### config.mk
export PLATFORM = sky130hd
export DESIGN_NAME = countdown_timer_flat
export DESIGN_NICKNAME = d
export VERILOG_FILES = /design/src/rtl/countdown_timer_pkg.sv /design/src/rtl/countdown_timer_if.sv /design/src/rtl/countdown_timer_mod_n_down_counter.sv /design/src/rtl/countdown_timer.sv /design/src/flat_wrapper.sv
export SDC_FILE = /design/constraint.sdc
export NUM_CORES = 1
export LEC_CHECK = 0
export BUFFER_PORTS_ARGS = -buffer_cell sky130_fd_sc_hd__buf_4
export CAP_MARGIN = 20
export CELL_PAD_IN_SITES_DETAIL_PLACEMENT = 1
export CELL_PAD_IN_SITES_GLOBAL_PLACEMENT = 1
export CORE_UTILIZATION = 36
export DETAILED_ROUTE_END_ITERATION = 6
export MAX_ROUTING_LAYER = met4
export PLACE_DENSITY_LB_ADDON = 0.1
export SKIP_LAST_GASP = 1
export SYNTH_ARGS = -nofsm -noshare
export SYNTH_HDL_FRONTEND = slang
export SYNTH_SLANG_ARGS = --single-unit
### constraint.sdc
create_clock -name clk -period 2.18 [get_ports clk]
set_clock_uncertainty 0.05 [all_clocks]
set_input_delay 0.436 -clock clk [delete_from_list [all_inputs] [get_ports clk]]
set_output_delay 0.436 -clock clk [all_outputs]
set_load 0.05 [all_outputs]
### src/rtl/countdown_timer_pkg.sv
// countdown_pkg: shared types and helpers for the countdown timer slice.
//   state_t : FSM states IDLE, RUN, PAUSE, EXPIRED
//   MIN_W   : width of the minutes field
//   SEC_W   : width of the seconds field
//   clamp   : saturates a preset field to an upper limit
// Optional feature macro used elsewhere: COUNTDOWN_AUTO_RELOAD_EN
package countdown_pkg;

  typedef enum logic [1:0] {
    IDLE    = 2'd0,
    RUN     = 2'd1,
    PAUSE   = 2'd2,
    EXPIRED = 2'd3
  } state_t;

  localparam int MIN_W = 7;
  localparam int SEC_W = 7;

  // MIN_W and SEC_W are equal, so one 7-bit clamp serves both fields.
  function automatic logic [MIN_W-1:0] clamp(input logic [MIN_W-1:0] value,
                                             input logic [MIN_W-1:0] limit);
    return (value > limit) ? limit : value;
  endfunction

endpackage

### src/rtl/countdown_timer_if.sv
// countdown_timer_if: control/status bundle of the countdown timer.
//   tick, load, load_min, load_sec, start, stop : controller -> timer
//   minutes, seconds, running, expired, done    : timer -> controller
//   modport master : controller side (drives controls, reads status)
//   modport slave  : timer side
import countdown_pkg::*;

interface countdown_timer_if;
  logic             tick;
  logic             load;
  logic [MIN_W-1:0] load_min;
  logic [SEC_W-1:0] load_sec;
  logic             start;
  logic             stop;
  logic [MIN_W-1:0] minutes;
  logic [SEC_W-1:0] seconds;
  logic             running;
  logic             expired;
  logic             done;

  modport master (
    output tick, load, load_min, load_sec, start, stop,
    input  minutes, seconds, running, expired, done
  );

  modport slave (
    input  tick, load, load_min, load_sec, start, stop,
    output minutes, seconds, running, expired, done
  );
endinterface

### src/rtl/countdown_timer_mod_n_down_counter.sv
// mod_n_down_counter: loadable modulo-N down counter.
//   clk        : rising-edge clock
//   reset      : synchronous, active-low; clears the count
//   i_load     : load i_load_val (wins over i_en)
//   i_load_val : value to load
//   i_en       : decrement by one, wrapping 0 -> MODULUS-1
//   o_count    : current count
//   o_borrow   : count is zero, so the next enable wraps and borrows
import countdown_pkg::*;

module mod_n_down_counter #(
  parameter int WIDTH   = 7,
  parameter int MODULUS = 60
) (
  input  logic             clk,
  input  logic             reset,
  input  logic             i_load,
  input  logic [WIDTH-1:0] i_load_val,
  input  logic             i_en,
  output logic [WIDTH-1:0] o_count,
  output logic             o_borrow
);

  logic [WIDTH-1:0] r_count;

  always_ff @(posedge clk) begin
    if (!reset) begin
      r_count <= '0;
    end else if (i_load) begin
      r_count <= i_load_val;
    end else if (i_en) begin
      r_count <= (r_count == '0) ? WIDTH'(MODULUS - 1) : r_count - WIDTH'(1);
    end
  end

  assign o_count  = r_count;
  assign o_borrow = (r_count == '0);

endmodule

### src/rtl/countdown_timer.sv
// countdown_timer: counts a loaded MM:SS preset down to 00:00 on each tick.
//   clk   : rising-edge clock
//   reset : synchronous, active-low
//   bus   : countdown_timer_if.slave (tick/load/start/stop controls,
//           minutes/seconds/running/expired/done status)
// Macro COUNTDOWN_AUTO_RELOAD_EN: when defined, reaching 00:00 pulses done,
// reloads the preset on the same edge and keeps running; expired never rises.
import countdown_pkg::*;

module countdown_timer #(
  parameter int MAX_MIN     = 99,
  parameter int SEC_PER_MIN = 60
) (
  input  logic                clk,
  input  logic                reset,
  countdown_timer_if.slave    bus
);

  state_t           r_state;
  state_t           w_next_state;
  logic [MIN_W-1:0] r_preset_min;
  logic [SEC_W-1:0] r_preset_sec;
  logic             r_running;
  logic             r_expired;
  logic             r_done;

  logic [MIN_W-1:0] w_min;
  logic [SEC_W-1:0] w_sec;
  logic             w_min_zero;
  logic             w_sec_zero;
  logic             w_count_zero;
  logic             w_user_load;
  logic             w_dec;
  logic             w_hit_zero;
  logic             w_cnt_load;
  logic [MIN_W-1:0] w_clamp_min;
  logic [SEC_W-1:0] w_clamp_sec;
  logic [MIN_W-1:0] w_load_min;
  logic [SEC_W-1:0] w_load_sec;

  assign w_clamp_min  = clamp(bus.load_min, MIN_W'(MAX_MIN));
  assign w_clamp_sec  = clamp(bus.load_sec, SEC_W'(SEC_PER_MIN - 1));
  assign w_count_zero = w_min_zero && w_sec_zero;

  // Load is only honoured outside RUN; stop in RUN swallows a coincident tick.
  assign w_user_load = bus.load && (r_state != RUN);
  assign w_dec       = (r_state == RUN) && bus.tick && !bus.stop;

  // 00:00 is only ever reached from 00:01 because RUN leaves on arrival.
  assign w_hit_zero  = w_dec && w_min_zero && (w_sec == SEC_W'(1));

`ifdef COUNTDOWN_AUTO_RELOAD_EN
  assign w_cnt_load  = w_user_load || w_hit_zero;
`else
  assign w_cnt_load  = w_user_load;
`endif

  // Outside a user load the only load source is the stored preset.
  assign w_load_min = w_user_load ? w_clamp_min : r_preset_min;
  assign w_load_sec = w_user_load ? w_clamp_sec : r_preset_sec;

  mod_n_down_counter #(.WIDTH(SEC_W), .MODULUS(SEC_PER_MIN)) u_sec (
    .clk       (clk),
    .reset     (reset),
    .i_load    (w_cnt_load),
    .i_load_val(w_load_sec),
    .i_en      (w_dec),
    .o_count   (w_sec),
    .o_borrow  (w_sec_zero)
  );

  // Minutes step only when seconds wrap from 0 to SEC_PER_MIN-1.
  mod_n_down_counter #(.WIDTH(MIN_W), .MODULUS(MAX_MIN + 1)) u_min (
    .clk       (clk),
    .reset     (reset),
    .i_load    (w_cnt_load),
    .i_load_val(w_load_min),
    .i_en      (w_dec && w_sec_zero),
    .o_count   (w_min),
    .o_borrow  (w_min_zero)
  );

  always_ff @(posedge clk) begin
    if (!reset) begin
      r_state      <= IDLE;
      r_preset_min <= '0;
      r_preset_sec <= '0;
      r_running    <= 1'b0;
      r_expired    <= 1'b0;
      r_done       <= 1'b0;
    end else begin
      r_state   <= w_next_state;
      r_running <= (w_next_state == RUN);
      r_expired <= (w_next_state == EXPIRED);
      r_done    <= w_hit_zero;
      if (w_user_load) begin
        r_preset_min <= w_clamp_min;
        r_preset_sec <= w_clamp_sec;
      end
    end
  end

  // A load in IDLE/PAUSE masks a same-cycle start; start needs a non-zero count.
  always_comb begin
    w_next_state = r_state;
    unique case (r_state)
      IDLE, PAUSE: begin
        if (!bus.load && bus.start && !w_count_zero) w_next_state = RUN;
      end
      RUN: begin
        if (bus.stop) begin
          w_next_state = PAUSE;
        end else if (w_hit_zero) begin
`ifdef COUNTDOWN_AUTO_RELOAD_EN
          w_next_state = RUN;
`else
          w_next_state = EXPIRED;
`endif
        end
      end
      EXPIRED: begin
        if (bus.load) w_next_state = IDLE;
      end
      default: w_next_state = IDLE;
    endcase
  end

  assign bus.minutes = w_min;
  assign bus.seconds = w_sec;
  assign bus.running = r_running;
  assign bus.expired = r_expired;
  assign bus.done    = r_done;

endmodule
### src/flat_wrapper.sv
// flat-port wrapper written by rule: the top's interface ports become plain ports
module countdown_timer_flat 
#(
  parameter int MAX_MIN     = 99,
  parameter int SEC_PER_MIN = 60
)
  (clk, reset, bus_tick, bus_load, bus_load_min, bus_load_sec, bus_start, bus_stop, bus_minutes, bus_seconds, bus_running, bus_expired, bus_done);
  countdown_timer_if bus_i ();
  input  logic clk;
  input  logic reset;
  input wire logic [$bits(bus_i.tick)-1:0] bus_tick;
  input wire logic [$bits(bus_i.load)-1:0] bus_load;
  input wire logic [$bits(bus_i.load_min)-1:0] bus_load_min;
  input wire logic [$bits(bus_i.load_sec)-1:0] bus_load_sec;
  input wire logic [$bits(bus_i.start)-1:0] bus_start;
  input wire logic [$bits(bus_i.stop)-1:0] bus_stop;
  output wire logic [$bits(bus_i.minutes)-1:0] bus_minutes;
  output wire logic [$bits(bus_i.seconds)-1:0] bus_seconds;
  output wire logic [$bits(bus_i.running)-1:0] bus_running;
  output wire logic [$bits(bus_i.expired)-1:0] bus_expired;
  output wire logic [$bits(bus_i.done)-1:0] bus_done;
  assign bus_i.tick = bus_tick;
  assign bus_i.load = bus_load;
  assign bus_i.load_min = bus_load_min;
  assign bus_i.load_sec = bus_load_sec;
  assign bus_i.start = bus_start;
  assign bus_i.stop = bus_stop;
  assign bus_minutes = bus_i.minutes;
  assign bus_seconds = bus_i.seconds;
  assign bus_running = bus_i.running;
  assign bus_expired = bus_i.expired;
  assign bus_done = bus_i.done;
  countdown_timer #(.MAX_MIN(MAX_MIN), .SEC_PER_MIN(SEC_PER_MIN)) u_core (.clk(clk), .reset(reset), .bus(bus_i));
endmodule
After elaboration in Yosys (flattened, before gate mapping) --
Cells that the tools add are included.
Cells by class: reduce and logical (&&, ||, !) cells 18, magnitude comparators 2, add/sub/neg operators 2, multiplexer cells 13, eq/ne operators 7
Operator list (count):
- $mux 7 | 8
- $logic_not 7->1 | 2
- $sub 7x1->7 const B | 2
- $logic_and 1x1->1 | 9
- $mux 2 | 4
- $eq 7x1->1 const B | 1
- $gt 7x6->1 const B | 1
- $gt 7x7->1 const B | 1
- $eq 2x2->1 const B | 3
- $pmux 2 s3 | 1
- $eq 2x1->1 const B | 2
- $reduce_bool 2->1 | 2
- $logic_not 1->1 | 3
- $logic_not 2->1 | 1
- $ne 2x1->1 const B | 1
- $reduce_or 2->1 | 1
Word-level totals: flip-flop bits (word level) 19, output and inout port bits 17, input port bits 20

Depth between registers and ports, before layout --
depth in word-level cells 9, mapped depth 7, mapped depth without buffers 7

Hierarchy --
Synthesis repeated with hierarchy kept, for this count alone.
Unflattened totals: cells, all modules 218, area total of the unflattened synthesis 1905.6 um^2
By module, submodules not included:
- countdown_timer | area each 967.2 um^2, seq. area each 380.4 um^2, cells each 103, instances 1
- mod_n_down_counter (u_core.u_min) | area each 478.0 um^2, seq. area each 140.1 um^2, cells each 58, instances 1
- mod_n_down_counter (u_core.u_sec) | area each 460.4 um^2, seq. area each 140.1 um^2, cells each 57, instances 1

Least setup slack after synthesis --
Ideal clock, no wire load.
path kind flip-flop to flip-flop, start register u_core.u_sec.r_count[2], in the netlist u_core.u_sec.o_count[2], end register u_core.u_min.r_count[6], in the netlist u_core.u_min.o_count[6], setup slack 0.000 ns, data arrival time 2.050 ns, data required time 2.051 ns, clock period less this slack 2.180 ns, setup time 0.079 ns, stages on the path, launching flop included 7, cells stage by stage dfxtp_1 > or4_4 > buf_6 > nor3_4 > nand4b_1 > xor2_1 > a211oi_2
On the way: word-level cells in the longest chain between the ends 3
RTL lines:
- start: declaration | RTL line countdown_timer_mod_n_down_counter.sv:24 | logic [WIDTH-1:0] r_count;
- start signal: assignment | RTL line countdown_timer_mod_n_down_counter.sv:30 | r_count <= i_load_val;
- start signal: assignment | RTL line countdown_timer_mod_n_down_counter.sv:32 | r_count <= (r_count == '0) ? WIDTH'(MODULUS - 1) : r_count - WIDTH'(1);
- $logic_not 7->1 | RTL line countdown_timer_mod_n_down_counter.sv:37 | assign o_borrow = (r_count == '0);
- $logic_and 1x1->1 | RTL line countdown_timer.sv:78 | .i_en (w_dec && w_sec_zero),
- $reduce_bool 2->1 (no source line)
- end signal: assignment | RTL line countdown_timer_mod_n_down_counter.sv:30
- end signal: assignment | RTL line countdown_timer_mod_n_down_counter.sv:32
- end: declaration | RTL line countdown_timer_mod_n_down_counter.sv:24
Every way passes these cells. A chain may end at the register's enable or synchronous reset.

Worst setup path after layout --
Same ends and word-level chain as after synthesis.

==> key figures <==
Clock tree
  • Clk pin slew, worst setup/hold paths: 0.12 ns
  • CTS tree: built
  • Root buffer cell: clkbuf_4
  • Clk buf depth: 2
  • Clock Latency Late Sink: 0.30 ns
  • Clock buffer count from CTS: 3
  • Post-CTS sizing: 0
  • CTS Sinks: 19
  • Setup bufs post-CTS: 0
  • # hold bufs at CTS: 0
  • CTS H-tree depth: 1

Yosys
  • Synth area leaders: dfxtp_1 (32%), nor2_1 (5.1%), a21oi_1 (4.3%)
  • EDFF count, synth: 0
  • Synth Flop Type: dfxtp_1
  • Post-Synthesis Cell Area: 1171 sq um
  • Synth cell count leaders: dfxtp_1 (19), nor2_1 (16), a21oi_1 (10), nand2_1 (10), nor3_1 (10)
  • Top-count cell post-synth: dfxtp_1
  • Avg Inst Size Synth: 7.860 sq um
  • Yosys top cell area share: 0.3248
  • Synth Net Count: 173
  • Largest area contributor in the netlist: dfxtp_1
  • Syn Inst Count: 149
  • Sequential share of the synthesized area: 0.3248
  • YS warnings: 0
  • Async S/R FF share, synth: 0
  • #FFs+latches synth: 19
  • Synth cell types: 46

Worst setup path
  • Slowest-stage cell, CP: or4_4
  • Worst path max stage delay: 0.61 ns
  • Worst path required time: 2.36 ns
  • CP Max Fanout: 8
  • Worst-path cell chain: or4_4, nor3_4, nand4b_1, xor2_1, a211oi_2
  • CP Capture Type: flop
  • Cell family with most CP delay: simple AND/OR/NAND/NOR gates
  • Setup crit start: u_core.u_sec.o_count[2]$_SDFFE_PN0P_
  • Arrival @ worst endpoint: 2.24 ns
  • Reg2reg path depth: 5
  • Worst Setup Start Kind: flop
  • Crit path depth: 5
  • CP bufs+invs: 0
  • Reg2Reg Launch Point: u_core.u_sec.o_count[2]$_SDFFE_PN0P_
  • Flop-to-flop setup slack: 0.12 ns
  • Crit Path Class: reg2reg

Placed design
  • Worst slack at placement: 0.08038 ns
  • Post-DP HPWL: 2835 microns
  • PortBufs: 36
  • Placed Area: 1504 sq um
  • Gpl congestion: 0.8584

GRT
  • Largest net degree at the start of global routing: 14
  • Initial antenna violation count: 0
  • Vias in the first global route: 1310
  • Total track usage: 0.2287
  • First-pass GRT wire length: 5802 microns
  • Aggregate global routing overflow: 0

Die
  • Core area: 3078 sq um
  • Ports: 37
  • Die area: 3485 sq um
  • Starting Density: 0.3805
  • Die H: 59.04 microns
  • Num rows: 20
  • Die Width: 59.04 microns

Finish
  • Area growth from synthesis to layout: 31.41%
  • Design Area, Final: 1539 sq um
  • Diodes inserted: 0
  • Layout cell share with drive strength beyond 1: 0.2872
  • Final Util: 0.5000
  • NumNets Final: 213

STA
  • Final Max Tran Viols: 0
  • Final setup viols: 0
  • Hold slack: 0.3560 ns
  • Final hold vios: 0
  • Setup ws final: 0.1161 ns
  • Slew headroom: 0.6470
  • Fmax: 484.5 MHz
  • Period utilisation layout: 0.9467
  • Least-Margin Pin Slew: 0.5162 ns
  • Crit path time final: 2.064 ns

Route
  • Post-Route WL: 3584 microns
  • Drt initial violations: 39
  • Antenna viol nets, final: 0
  • Met3 Wirelength: 121 microns
  • Drt wl/cell: 15.45 microns
  • Highest metal used: met4
  • Met2 wire length: 1819 microns
  • WL met1: 1616 microns
  • Drt drc: 0
  • Drt first pass iters: 4
  • Vias per cell: 5.470
  • DR vias: 1269

Hold path
  • Hold depth: 3
  • Worst Hold Launch: bus_load_min[5]
  • HP Class: in2reg

Power and ir drop
  • PwrDens: 640.4 nW/um^2
  • Largest vdd supply drop: 0.2340 mV
  • Share of total power in the clock network: 0.195
  • Sw Ratio: 0.4004
  • Pleak: 0.0006416 uW
  • Seq pwr share: 0.412
  • Logic pwr share: 0.393
  • P_sw: 394.7 uW
  • Power Internal: 590.9 uW

Flow run
  • Max Cap Violations: 0

Status
  • Status: finished clean
layout by cell type, fill, tap and decap left out, drive strengths merged, types with 3 or more instances in the layout:
cell type / count
buf: 41
dfxtp: 19
nor2: 17
nor3: 11
a21oi: 11
nand2: 10
inv: 9
o21ai: 8
nand3: 7
ha: 4
a31oi: 4
clkbuf: 4
nand2b: 3
nor4: 3
nor2b: 3
final cells by class:
type	count	area, sq um
Clock buffer	4	26.28
Sequential cell	19	380.4
Timing Repair Buffer	41	307.8
Fill cell	405	1539
Inverter	9	33.78
Multi-Input combinational cell	115	735.7
Tap cell	44	55.05
state kept, by name (all words and copies together) (netlist names):
name	flops
u_core.bus.expired	1
u_core.u_sec.o_count	7
u_core.u_min.o_count	7
u_core.r_state	2
u_core.bus.running	1
u_core.bus.done	1
logic make-up after synthesis:
family                   synth area share
AO/OA/AOI/OAI                      0.2457
XOR/XNOR                         0.007480
adder cells (fa/ha/maj)           0.04274
buffers and inverters             0.05448
flip-flops                         0.3248
multiplexers                     0.008547
AND/OR/NAND/NOR                    0.3163
power groups by stage:
| stage | logic [uW] | clock network [uW] | registers [uW] |
|---|---|---|---|
| detailed placement | 385 | 0 | 414 |
| floorplan | 178 | 0 | 494 |
| finish | 387 | 192 | 406 |
| global placement | 374 | 0 | 411 |
| CTS | 386 | 197 | 406 |
| global route | 419 | 209 | 411 |
tightest hold or removal path, delay by kind of cell:
kind            cells  cell delay, ns
compound gates      1            0.07
buf+inv             1            0.11
simple gates        1            0.06
layer usage:
layer,GRT usage,vias to the layer above
li1,-,622
met1,0.2676,615
met2,0.4140,28
met3,0.02402,4
met4,0.06122,0
met5,-,-
path summary, 6_finish.rpt:
kind                                          end
min          u_core.u_min.o_count[5]$_SDFFE_PN0P_
max          u_core.u_min.o_count[6]$_SDFFE_PN0P_
min reg2reg  u_core.u_sec.o_count[1]$_SDFFE_PN0P_
max reg2reg  u_core.u_min.o_count[6]$_SDFFE_PN0P_
metrics by stage:
stage | total power (uW) | std cells | TNS [ns]
6_report | 985.6 | 232 | 0
3_3_place_gp | 785.5 | 228 | 0
3_5_place_dp | 799.0 | 228 | 0
2_1_floorplan | 671.6 | 149 | 0
5_1_grt | 1040 | 232 | -0.009629
4_1_cts | 989.1 | 232 | 0
No activity file was read; power rests on OpenSTA's default activity.
